### src/rtl/trigger_pulse_gen_if.sv
// trigger_pulse_gen_if: trigger inputs, shared runtime configuration and per-channel status outputs
interface trigger_pulse_gen_if #(
  parameter int N_CH = 4,
  parameter int CNT_W = 32
);
  logic [N_CH-1:0] switch;
  logic enable;
  logic [CNT_W-1:0] pulse_width;
  logic [CNT_W-1:0] holdoff;
  logic clear_missed;
  logic [N_CH-1:0] pulse;
  logic [N_CH-1:0] LED;
  logic [N_CH-1:0] busy;
  logic [N_CH-1:0] missed;
  modport master (
    output switch, enable, pulse_width, holdoff, clear_missed,
    input pulse, LED, busy, missed
  );
  modport slave (
    input switch, enable, pulse_width, holdoff, clear_missed,
    output pulse, LED, busy, missed
  );
endinterface

### src/rtl/trigger_pulse_gen.sv
// trigger_pulse_gen: per-channel sync, debounce, edge detect, runtime-width pulse with holdoff,
// LED toggle on each accepted trigger and sticky flag for triggers lost while busy.
module trigger_pulse_gen #(
  parameter int N_CH = 4,
  parameter int CNT_W = 32,
  parameter int DEBOUNCE_CYCLES = 16,
  parameter int EDGE_MODE = 0,
  parameter logic IDLE_LEVEL = 1'b1
) (
  input logic clock,
  input logic reset,
  trigger_pulse_gen_if.slave bus
);
  localparam int DB_W = $clog2(DEBOUNCE_CYCLES + 1);
  localparam logic [DB_W-1:0] DB_LAST = DB_W'(DEBOUNCE_CYCLES - 1);
  typedef enum logic [1:0] {IDLE, PULSE, HOLDOFF} state_e;
  for (genvar c = 0; c < N_CH; c++) begin : g_ch
    logic s1_q, s2_q, stable_q, stable_d, prev_q, ev_q, ev_d, miss;
    logic [DB_W-1:0] db_q, db_d;
    state_e st_q;
    logic [CNT_W-1:0] cnt_q, hold_q;
    logic pulse_q, led_q, busy_q, missed_q;
    always_comb begin
      stable_d = (s2_q != stable_q && db_q == DB_LAST) ? s2_q : stable_q;
      db_d = (s2_q == stable_q || db_q == DB_LAST) ? '0 : db_q + DB_W'(1);
      ev_d = (stable_q != prev_q) && (EDGE_MODE == 2 || stable_q == (EDGE_MODE == 1));
      miss = ev_q && st_q != IDLE;
    end
    // cnt_q counts the pulse down to 1, then is reloaded with the holdoff length
    always_ff @(posedge clock) begin
      if (reset) begin
        s1_q <= IDLE_LEVEL;
        s2_q <= IDLE_LEVEL;
        stable_q <= IDLE_LEVEL;
        prev_q <= IDLE_LEVEL;
        db_q <= '0;
        ev_q <= 1'b0;
        st_q <= IDLE;
        cnt_q <= '0;
        hold_q <= '0;
        pulse_q <= 1'b0;
        led_q <= 1'b0;
        busy_q <= 1'b0;
        missed_q <= 1'b0;
      end else begin
        s1_q <= bus.switch[c];
        s2_q <= s1_q;
        stable_q <= stable_d;
        db_q <= db_d;
        prev_q <= stable_q;
        ev_q <= ev_d;
        missed_q <= miss | (missed_q & ~bus.clear_missed);
        case (st_q)
          IDLE: if (ev_q && bus.enable) begin
            st_q <= PULSE;
            pulse_q <= 1'b1;
            busy_q <= 1'b1;
            led_q <= ~led_q;
            cnt_q <= (bus.pulse_width == '0) ? CNT_W'(1) : bus.pulse_width;
            hold_q <= bus.holdoff;
          end
          PULSE: if (cnt_q == CNT_W'(1)) begin
            st_q <= (hold_q == '0) ? IDLE : HOLDOFF;
            pulse_q <= 1'b0;
            busy_q <= hold_q != '0;
            cnt_q <= hold_q;
          end else cnt_q <= cnt_q - CNT_W'(1);
          HOLDOFF: if (cnt_q == CNT_W'(1)) begin
            st_q <= IDLE;
            busy_q <= 1'b0;
          end else cnt_q <= cnt_q - CNT_W'(1);
          default: st_q <= IDLE;
        endcase
      end
    end
    assign bus.pulse[c] = pulse_q;
    assign bus.LED[c] = led_q;
    assign bus.busy[c] = busy_q;
    assign bus.missed[c] = missed_q;
  end
endmodule

### src/flat_wrapper.sv
// flat-port wrapper written by rule: the top's interface ports become plain ports
module trigger_pulse_gen_flat 
#(
  parameter int N_CH = 4,
  parameter int CNT_W = 32,
  parameter int DEBOUNCE_CYCLES = 16,
  parameter int EDGE_MODE = 0,
  parameter logic IDLE_LEVEL = 1'b1
)
  (clock, reset, bus_switch, bus_enable, bus_pulse_width, bus_holdoff, bus_clear_missed, bus_pulse, bus_LED, bus_busy, bus_missed);
  trigger_pulse_gen_if #(.N_CH(N_CH), .CNT_W(CNT_W)) bus_i ();
  input logic clock;
  input logic reset;
  input wire logic [$bits(bus_i.switch)-1:0] bus_switch;
  input wire logic [$bits(bus_i.enable)-1:0] bus_enable;
  input wire logic [$bits(bus_i.pulse_width)-1:0] bus_pulse_width;
  input wire logic [$bits(bus_i.holdoff)-1:0] bus_holdoff;
  input wire logic [$bits(bus_i.clear_missed)-1:0] bus_clear_missed;
  output wire logic [$bits(bus_i.pulse)-1:0] bus_pulse;
  output wire logic [$bits(bus_i.LED)-1:0] bus_LED;
  output wire logic [$bits(bus_i.busy)-1:0] bus_busy;
  output wire logic [$bits(bus_i.missed)-1:0] bus_missed;
  assign bus_i.switch = bus_switch;
  assign bus_i.enable = bus_enable;
  assign bus_i.pulse_width = bus_pulse_width;
  assign bus_i.holdoff = bus_holdoff;
  assign bus_i.clear_missed = bus_clear_missed;
  assign bus_pulse = bus_i.pulse;
  assign bus_LED = bus_i.LED;
  assign bus_busy = bus_i.busy;
  assign bus_missed = bus_i.missed;
  trigger_pulse_gen #(.N_CH(N_CH), .CNT_W(CNT_W), .DEBOUNCE_CYCLES(DEBOUNCE_CYCLES), .EDGE_MODE(EDGE_MODE), .IDLE_LEVEL(IDLE_LEVEL)) u_core (.clock(clock), .reset(reset), .bus(bus_i));
endmodule
### config.mk
export PLATFORM = sky130hd
export DESIGN_NAME = trigger_pulse_gen_flat
export DESIGN_NICKNAME = d
export VERILOG_FILES = /design/src/rtl/trigger_pulse_gen_if.sv /design/src/rtl/trigger_pulse_gen.sv /design/src/flat_wrapper.sv
export SDC_FILE = /design/constraint.sdc
export NUM_CORES = 1
export LEC_CHECK = 0
export BUFFER_PORTS_ARGS = -buffer_cell sky130_fd_sc_hd__buf_2
export CORE_MARGIN = 2
export CORE_UTILIZATION = 42
export CTS_BUF_LIST = sky130_fd_sc_hd__clkbuf_16
export DETAILED_ROUTE_END_ITERATION = 8
export HOLD_SLACK_MARGIN = 0.15
export PLACE_DENSITY_LB_ADDON = 0.05
export SETUP_SLACK_MARGIN = 0.05
export SYNTH_ARGS = -nofsm -noshare
export SYNTH_HDL_FRONTEND = slang
export SYNTH_SLANG_ARGS = --single-unit
export TNS_END_PERCENT = 5
### constraint.sdc
create_clock -name clock -period 4.18 [get_ports clock]
set_clock_uncertainty 0.1 [all_clocks]
set_input_delay 0 -clock clock [delete_from_list [all_inputs] [get_ports clock]]
set_output_delay 0 -clock clock [all_outputs]
set_load 0.02 [all_outputs]
==> results_dict.tcl, run 1 <==
set metrics [dict create \
    gp_congestion 0.8986 \
    ys_warn_count 0 \
    drc 0 \
    hpwl_um 43810 \
    clock-root-buffer "clkbuf_16" \
    drive_above_1_share 0.1002 \
    slew_violations 0 \
    synth_area_leader_cell "dfxtp_1" \
    critPathLaunchType "register" \
    critPathKind "register to register" \
    wire_per_inst_um 23.67 \
    die_w_um 204.8 \
    met2_length_um 28250 \
    antenna_found_initial 3 \
    worst-path-buf-inv 1 \
    routed_via_density 6.163 \
    vias 17390 \
    rsz0062_at_grt "false" \
    grt_overflow 0 \
    syn_area_um2 16940 \
    grt_max_degree 76 \
    period_needed_ns 3.478 \
    hold_start "bus_holdoff[29]" \
    diodes 0 \
    drtIter0Drc 1811 \
    critPathSlowestCell "or4_1" \
    status "finished clean" \
    synthArstFlopShare 0 \
    critical-path-top-delay-family "simple AND/OR/NAND/NOR gates" \
    die_area_um2 41950 \
    cp_max_fo 12 \
    grt_pass1_vias 16030 \
    numCtsBuffers 39 \
    tritoncts "yes" \
    wl_um 66760 \
    synth_nets 2292 \
    nets 2372 \
    maxCapViolCount 0 \
    synth_flop_cell "dfxtp_1" \
    ant_nets 0 \
    grt_pass1_wl_um 99500 \
    cts_resized 0 \
    hold_viol 0 \
    cts_hold_buffers 77 \
    portBuffers 87 \
    avgSynthCellArea_um2 7.741 \
    met3_length_um 4935 \
    slowest_delay_ns 0.69 \
    period_share 0.8321 \
    slew_headroom 0.2493 \
    fmax_mhz 287.5 \
    synthCells 2188 \
    pwr_density_cell_nw_per_um2 398.2 \
    path_common_cell "or4_1" \
    synth-seq-cells 320 \
    core_um2 39730 \
    multi_input_comb_area_um2 9668 \
    worstSetupEndpointType "register" \
    fp-row-count 73 \
    fin_setup_tns_ns 0 \
    highest_layer "met5" \
    startpoint "u_core.g_ch[1].cnt_q[15]" \
    yosysSeqAreaShare 0.3782 \
    finalSetupViolCount 0 \
    clk_path_buf_depth 3 \
    num-fill-cells 3989 \
    cp_cell_sequence "or4_1, or3_1, or4_1, a21oi_2, buf_4, a31o_1, a32o_1" \
    cts_setup_buffers 0 \
    area_growth_pct 16.37 \
    wl_met1_um 30150 \
    ys_types 78 \
    clk_latency_ns 0.57 \
    hold_class "input port to register" \
    r2r-start "u_core.g_ch[1].cnt_q[15]" \
    die_h_um 204.8 \
    cp.required_ns 4.58 \
    ff_latch_area_um2 6406 \
    design.portCount 88 \
    cts_htree_levels 2 \
    initial_utilization 0.4263 \
    grt_use_total 0.3142 \
    power_leakage_uw 0.007485 \
    cts.sinks 320 \
    ys_top_cells_by_area "dfxtp_1 38%, nand2_1 8.5%, a21oi_1 5.2%" \
    clkTransAtPathRegs_ns 0.06 \
    arrival_ns 3.88 \
    drtPass1Iterations 6 \
    synth-edff-count 0 \
    postLayoutCoreUtil 0.4961 \
    worst_slew_pin_slew_ns 1.125 \
    irDropWorstVdd_mv 0.2452 \
    yosysTopAreaCellShare 0.3782 \
]
-- cells by family (layout without fill, tap and decap cells) --
family / after synthesis / in the layout / share of synthesized area
buffers and inverters: 218 / 326 / 0.05348
adder cells (fa/ha/maj): 32 / 32 / 0.02364
AND/OR/NAND/NOR: 921 / 921 / 0.2570
AO/OA/AOI/OAI: 589 / 589 / 0.2309
multiplexers: 9 / 9 / 0.005614
flip-flops: 320 / 320 / 0.3782
XOR/XNOR: 99 / 99 / 0.05119
-- synthesized netlist by cell type (all sizes together) (7+ instances only) --
cell type and count:
a22o 16, o41ai 29, a221oi 71, a32o 10, a31oi 11, dfxtp 320, a21oi 177, nor2 162
a211oi 8, buf 32, or2 18, nor4 89, ha 32, nand2 385, inv 49, o31ai 12
or4 23, o21a 13, or3 23, nand2b 10, nand3 73, xor2 51, nor3 45, a22oi 7
xnor2 48, and3 29, o211ai 12, nand4 31, o21ai 143, clkbuf 136, o22ai 7, a221o 23
-- path summary, 6_finish.rpt --
check                               to  slack (ns)  cells past startpoint
max            u_core.g_ch[1].cnt_q[2]        0.70                      7
min          u_core.g_ch[3].hold_q[29]        0.22                      4
min reg2reg        u_core.g_ch[2].ev_q        0.31                      2
max reg2reg    u_core.g_ch[1].cnt_q[2]        0.70                      7
-- power breakdown --
part | internal, uW | switching [uW]
combinational | 479 | 834
sequential | 3100 | 62.1
clock | 1980 | 1390
total | 5560 | 2290
-- placed cells by master (no fill, tap or decap), drive strengths merged, types with 13 or more instances in the layout --
cell type | Yosys | final
a22o | 16 | 16
ha | 32 | 32
nand3 | 73 | 73
nand2 | 385 | 385
a21oi | 177 | 177
dlygate4sd3 | 0 | 77
o21ai | 143 | 143
nor2 | 162 | 162
or4 | 23 | 23
xor2 | 51 | 51
clkinv | 1 | 16
dfxtp | 320 | 320
and3 | 29 | 29
o41ai | 29 | 29
nor4 | 89 | 89
o21a | 13 | 13
nor3 | 45 | 45
buf | 32 | 130
inv | 49 | 58
or3 | 23 | 23
xnor2 | 48 | 48
clkbuf | 136 | 40
a221o | 23 | 23
a221oi | 71 | 71
or2 | 18 | 18
nand4 | 31 | 31
-- sequential cells by signal, indices dropped and copies added, names as in the netlist --
signal	cells
u_core.g_ch.hold_q	128
u_core.g_ch.ev_q	4
u_core.g_ch.s2_q	4
u_core.g_ch.s1_q	4
u_core.g_ch.stable_q	4
u_core.g_ch.missed_q	4
u_core.g_ch.db_q	20
u_core.g_ch.cnt_q	128
u_core.g_ch.pulse_q	4
u_core.g_ch.led_q	4
u_core.g_ch.busy_q	4
u_core.g_ch.st_q	8
u_core.g_ch.prev_q	4
-- stage by stage --
step	hold WS, ns	cells	total power [uW]	worst slack (ns)	instance area (um2)
2_1_floorplan	0.003811	2188	4057	1.248	16940
3_3_place_gp	0.08777	2675	4448	0.8411	17700
5_1_grt	0.2105	2821	8145	0.5569	19710
4_1_cts	0.1826	2821	7883	0.7268	19710
3_5_place_dp	0.09259	2675	4456	0.7485	17700
6_report	0.2180	2821	7849	0.7019	19710
-- tightest hold or removal path, stage by stage --
cell and delay [ns]:
dlygate4sd3_1 0.53, buf_2 0.18, nand2_1 0.07, a21oi_1 0.05
-- final cells by class --
type / count / area share
Clock inverter: 29 / 0.01232
Sequential cell: 320 / 0.3250
Inverter: 50 / 0.009522
Clock buffer: 40 / 0.05078
Multi-Input combinational cell: 1650 / 0.4905
Tap cell: 525 / 0.03333
Timing Repair Buffer: 207 / 0.07852
-- layer usage --
layer  GRT usage  vias to the layer above
met1      0.4379                     8371
met2      0.4646                      717
met3     0.05520                      151
met4      0.1568                        2
li1            -                     8145
met5           0                        -
No activity file was read; power rests on OpenSTA's default activity.
==> run 2: changes to the inputs <==
==> constraint.sdc (replaced) <==
create_clock -name clock -period 3.15 [get_ports clock]
set_clock_uncertainty 0.1 [all_clocks]
set_input_delay 0 -clock clock [delete_from_list [all_inputs] [get_ports clock]]
set_output_delay 0 -clock clock [all_outputs]
set_load 0.02 [all_outputs]
==> run 2 against run 1 <==
Compared with the run above: fmax up 15%; non-clock buffer count increased by 37; sequential power rose by 33%; die area unchanged; via count is 0.29% higher; total power up 36%; design area increased by 1.8%; critical endpoint is now u_core.g_ch[1].cnt_q[1]; largest power group unchanged; highest routed layer is now met4.
==> results_dict.tcl, run 2 (same netlist as run 1, synthesis figures left out) <==
set metrics [dict create \
    antenna_found_initial 2 \
    placed_cell_area_um2 18010 \
    slew_headroom 0.3456 \
    fmax_mhz 330.9 \
    core_um2 39730 \
    fin_setup_tns_ns 0 \
    hpwl_um 45000 \
    postLayoutCoreUtil 0.5050 \
    period_needed_ns 3.022 \
    period_share 0.9593 \
    maxCapViolCount 0 \
    cts_setup_buffers 0 \
    grt_pass1_vias 16180 \
    routed_via_density 6.105 \
    die_w_um 204.8 \
    drtIter0Drc 1788 \
    die_area_um2 41950 \
    drtPass1Iterations 6 \
    grt_pass1_wl_um 101300 \
    die_h_um 204.8 \
    grt_max_degree 59 \
    wire_per_inst_um 23.61 \
    clk_path_buf_depth 3 \
    portBuffers 87 \
    layout_commonest_cell "nand2_1" \
    critPathKind "register to register" \
    critPathLaunchType "register" \
    nets 2408 \
    initial_utilization 0.4263 \
    cts.sinks 320 \
    vias 17440 \
    layout_common_cells "382 x nand2_1, 320 x dfxtp_1, 174 x a21oi_1, 159 x nor2_1, 140 x o21ai_0" \
    tritoncts "yes" \
    drc 0 \
    worstRegToRegCells 9 \
    clock-root-buffer "clkbuf_16" \
    design.portCount 88 \
    hold_class "input port to register" \
    slew_violations 0 \
    wl_um 67420 \
    power_leakage_uw 0.007683 \
    area_growth_pct 18.45 \
    arrival_ns 3.33 \
    design_area_um2 20060 \
    dp_slack_ns 0.09079 \
    gp_congestion 0.9029 \
    hold_viol 0 \
    clk_latency_ns 0.56 \
    ant_nets 0 \
    top_regs "u_core.g_ch.cnt_q (128), u_core.g_ch.hold_q (128), u_core.g_ch.db_q (20)" \
    cp.required_ns 3.46 \
    irDropWorstVdd_mv 0.4349 \
    clkTransAtPathRegs_ns 0.06 \
    fin_ws_ns 0.1281 \
    numCtsBuffers 38 \
    grt_overflow 0 \
    pwr_density_cell_nw_per_um2 531.0 \
    whs_path_depth 4 \
    worstSetupEndpointType "register" \
    drive_above_1_share 0.1158 \
    cts_htree_levels 2 \
    cp_max_fo 20 \
    grt_use_total 0.3193 \
    worst_slew_pin_slew_ns 0.9816 \
    fp-row-count 73 \
    num-fill-cells 3900 \
    status "finished clean" \
    diodes 0 \
    p_total_uw 10650 \
    rsz0062_at_grt "true" \
    finalSetupViolCount 0 \
]
==> run 2: changes by cell type in the layout (fill, tap and decap cells not counted), moves of 2 or more <==
cell,change
buf_12,+2
buf_4,+37
bufinv_16,+2
clkinv_1,+2
dlygate4sd3_1,-2
inv_1,-4
==> run 2: power breakdown <==
group / switching [uW] / internal [uW] / leakage [uW]
registers: 83.6 / 4120 / 0.00258
clock network: 1840 / 2820 / 0.000647
logic: 1110 / 676 / 0.00445
total: 3040 / 7620 / 0.00768
==> run 2: cell type report <==
cell class	count	area [um2]	share of cell area
Sequential cell	320	6406	0.3193
Clock buffer	41	1026	0.05114
Inverter	50	187.7	0.009355
Timing Repair Buffer	244	1846	0.09199
Multi-Input combinational cell	1650	9676	0.4823
Clock inverter	26	265.3	0.01322
Tap cell	525	656.9	0.03274
==> run 2: worst max-delay path, cell delays in order (launching register included) <==
cell	delay [ns]
dfxtp_1	0.32
inv_1	0.10
ha_1	0.17
or4b_2	0.59
or4_4	0.47
o41a_1	0.35
buf_4	0.23
a221o_1	0.36
o2111ai_1	0.08
o31ai_1	0.09
==> run 2: layer usage <==
metal,GRT usage,wire length (um)
met4,0.1431,3356
met2,0.4737,28720
met1,0.4424,29670
met5,0,0
met3,0.06825,5673
==> run 2: timing repair <==
item | CTS | global route
hold buffers | 75 | 0
setup endpoints to repair | 0 | 17
resized for setup | 0 | 3
hold endpoints to repair | 288 | 0
==> run 2: stage by stage <==
step                hold slack, ns  instances
finish                      0.2265       2856
global route                0.2285       2856
CTS                         0.2105       2856
detailed placement         0.08441       2714
global placement           0.08704       2714
floorplan                 0.003811       2188
==> run 2: path summary, 6_finish.rpt <==
path	from	to	slack, ns
setup / recovery	u_core.g_ch[1].cnt_q[1]	u_core.g_ch[1].cnt_q[1]	0.13
hold reg to reg	u_core.g_ch[2].prev_q	u_core.g_ch[2].ev_q	0.32
hold / removal	bus_holdoff[7]	u_core.g_ch[2].hold_q[7]	0.23
setup reg to reg	u_core.g_ch[1].cnt_q[1]	u_core.g_ch[1].cnt_q[1]	0.13
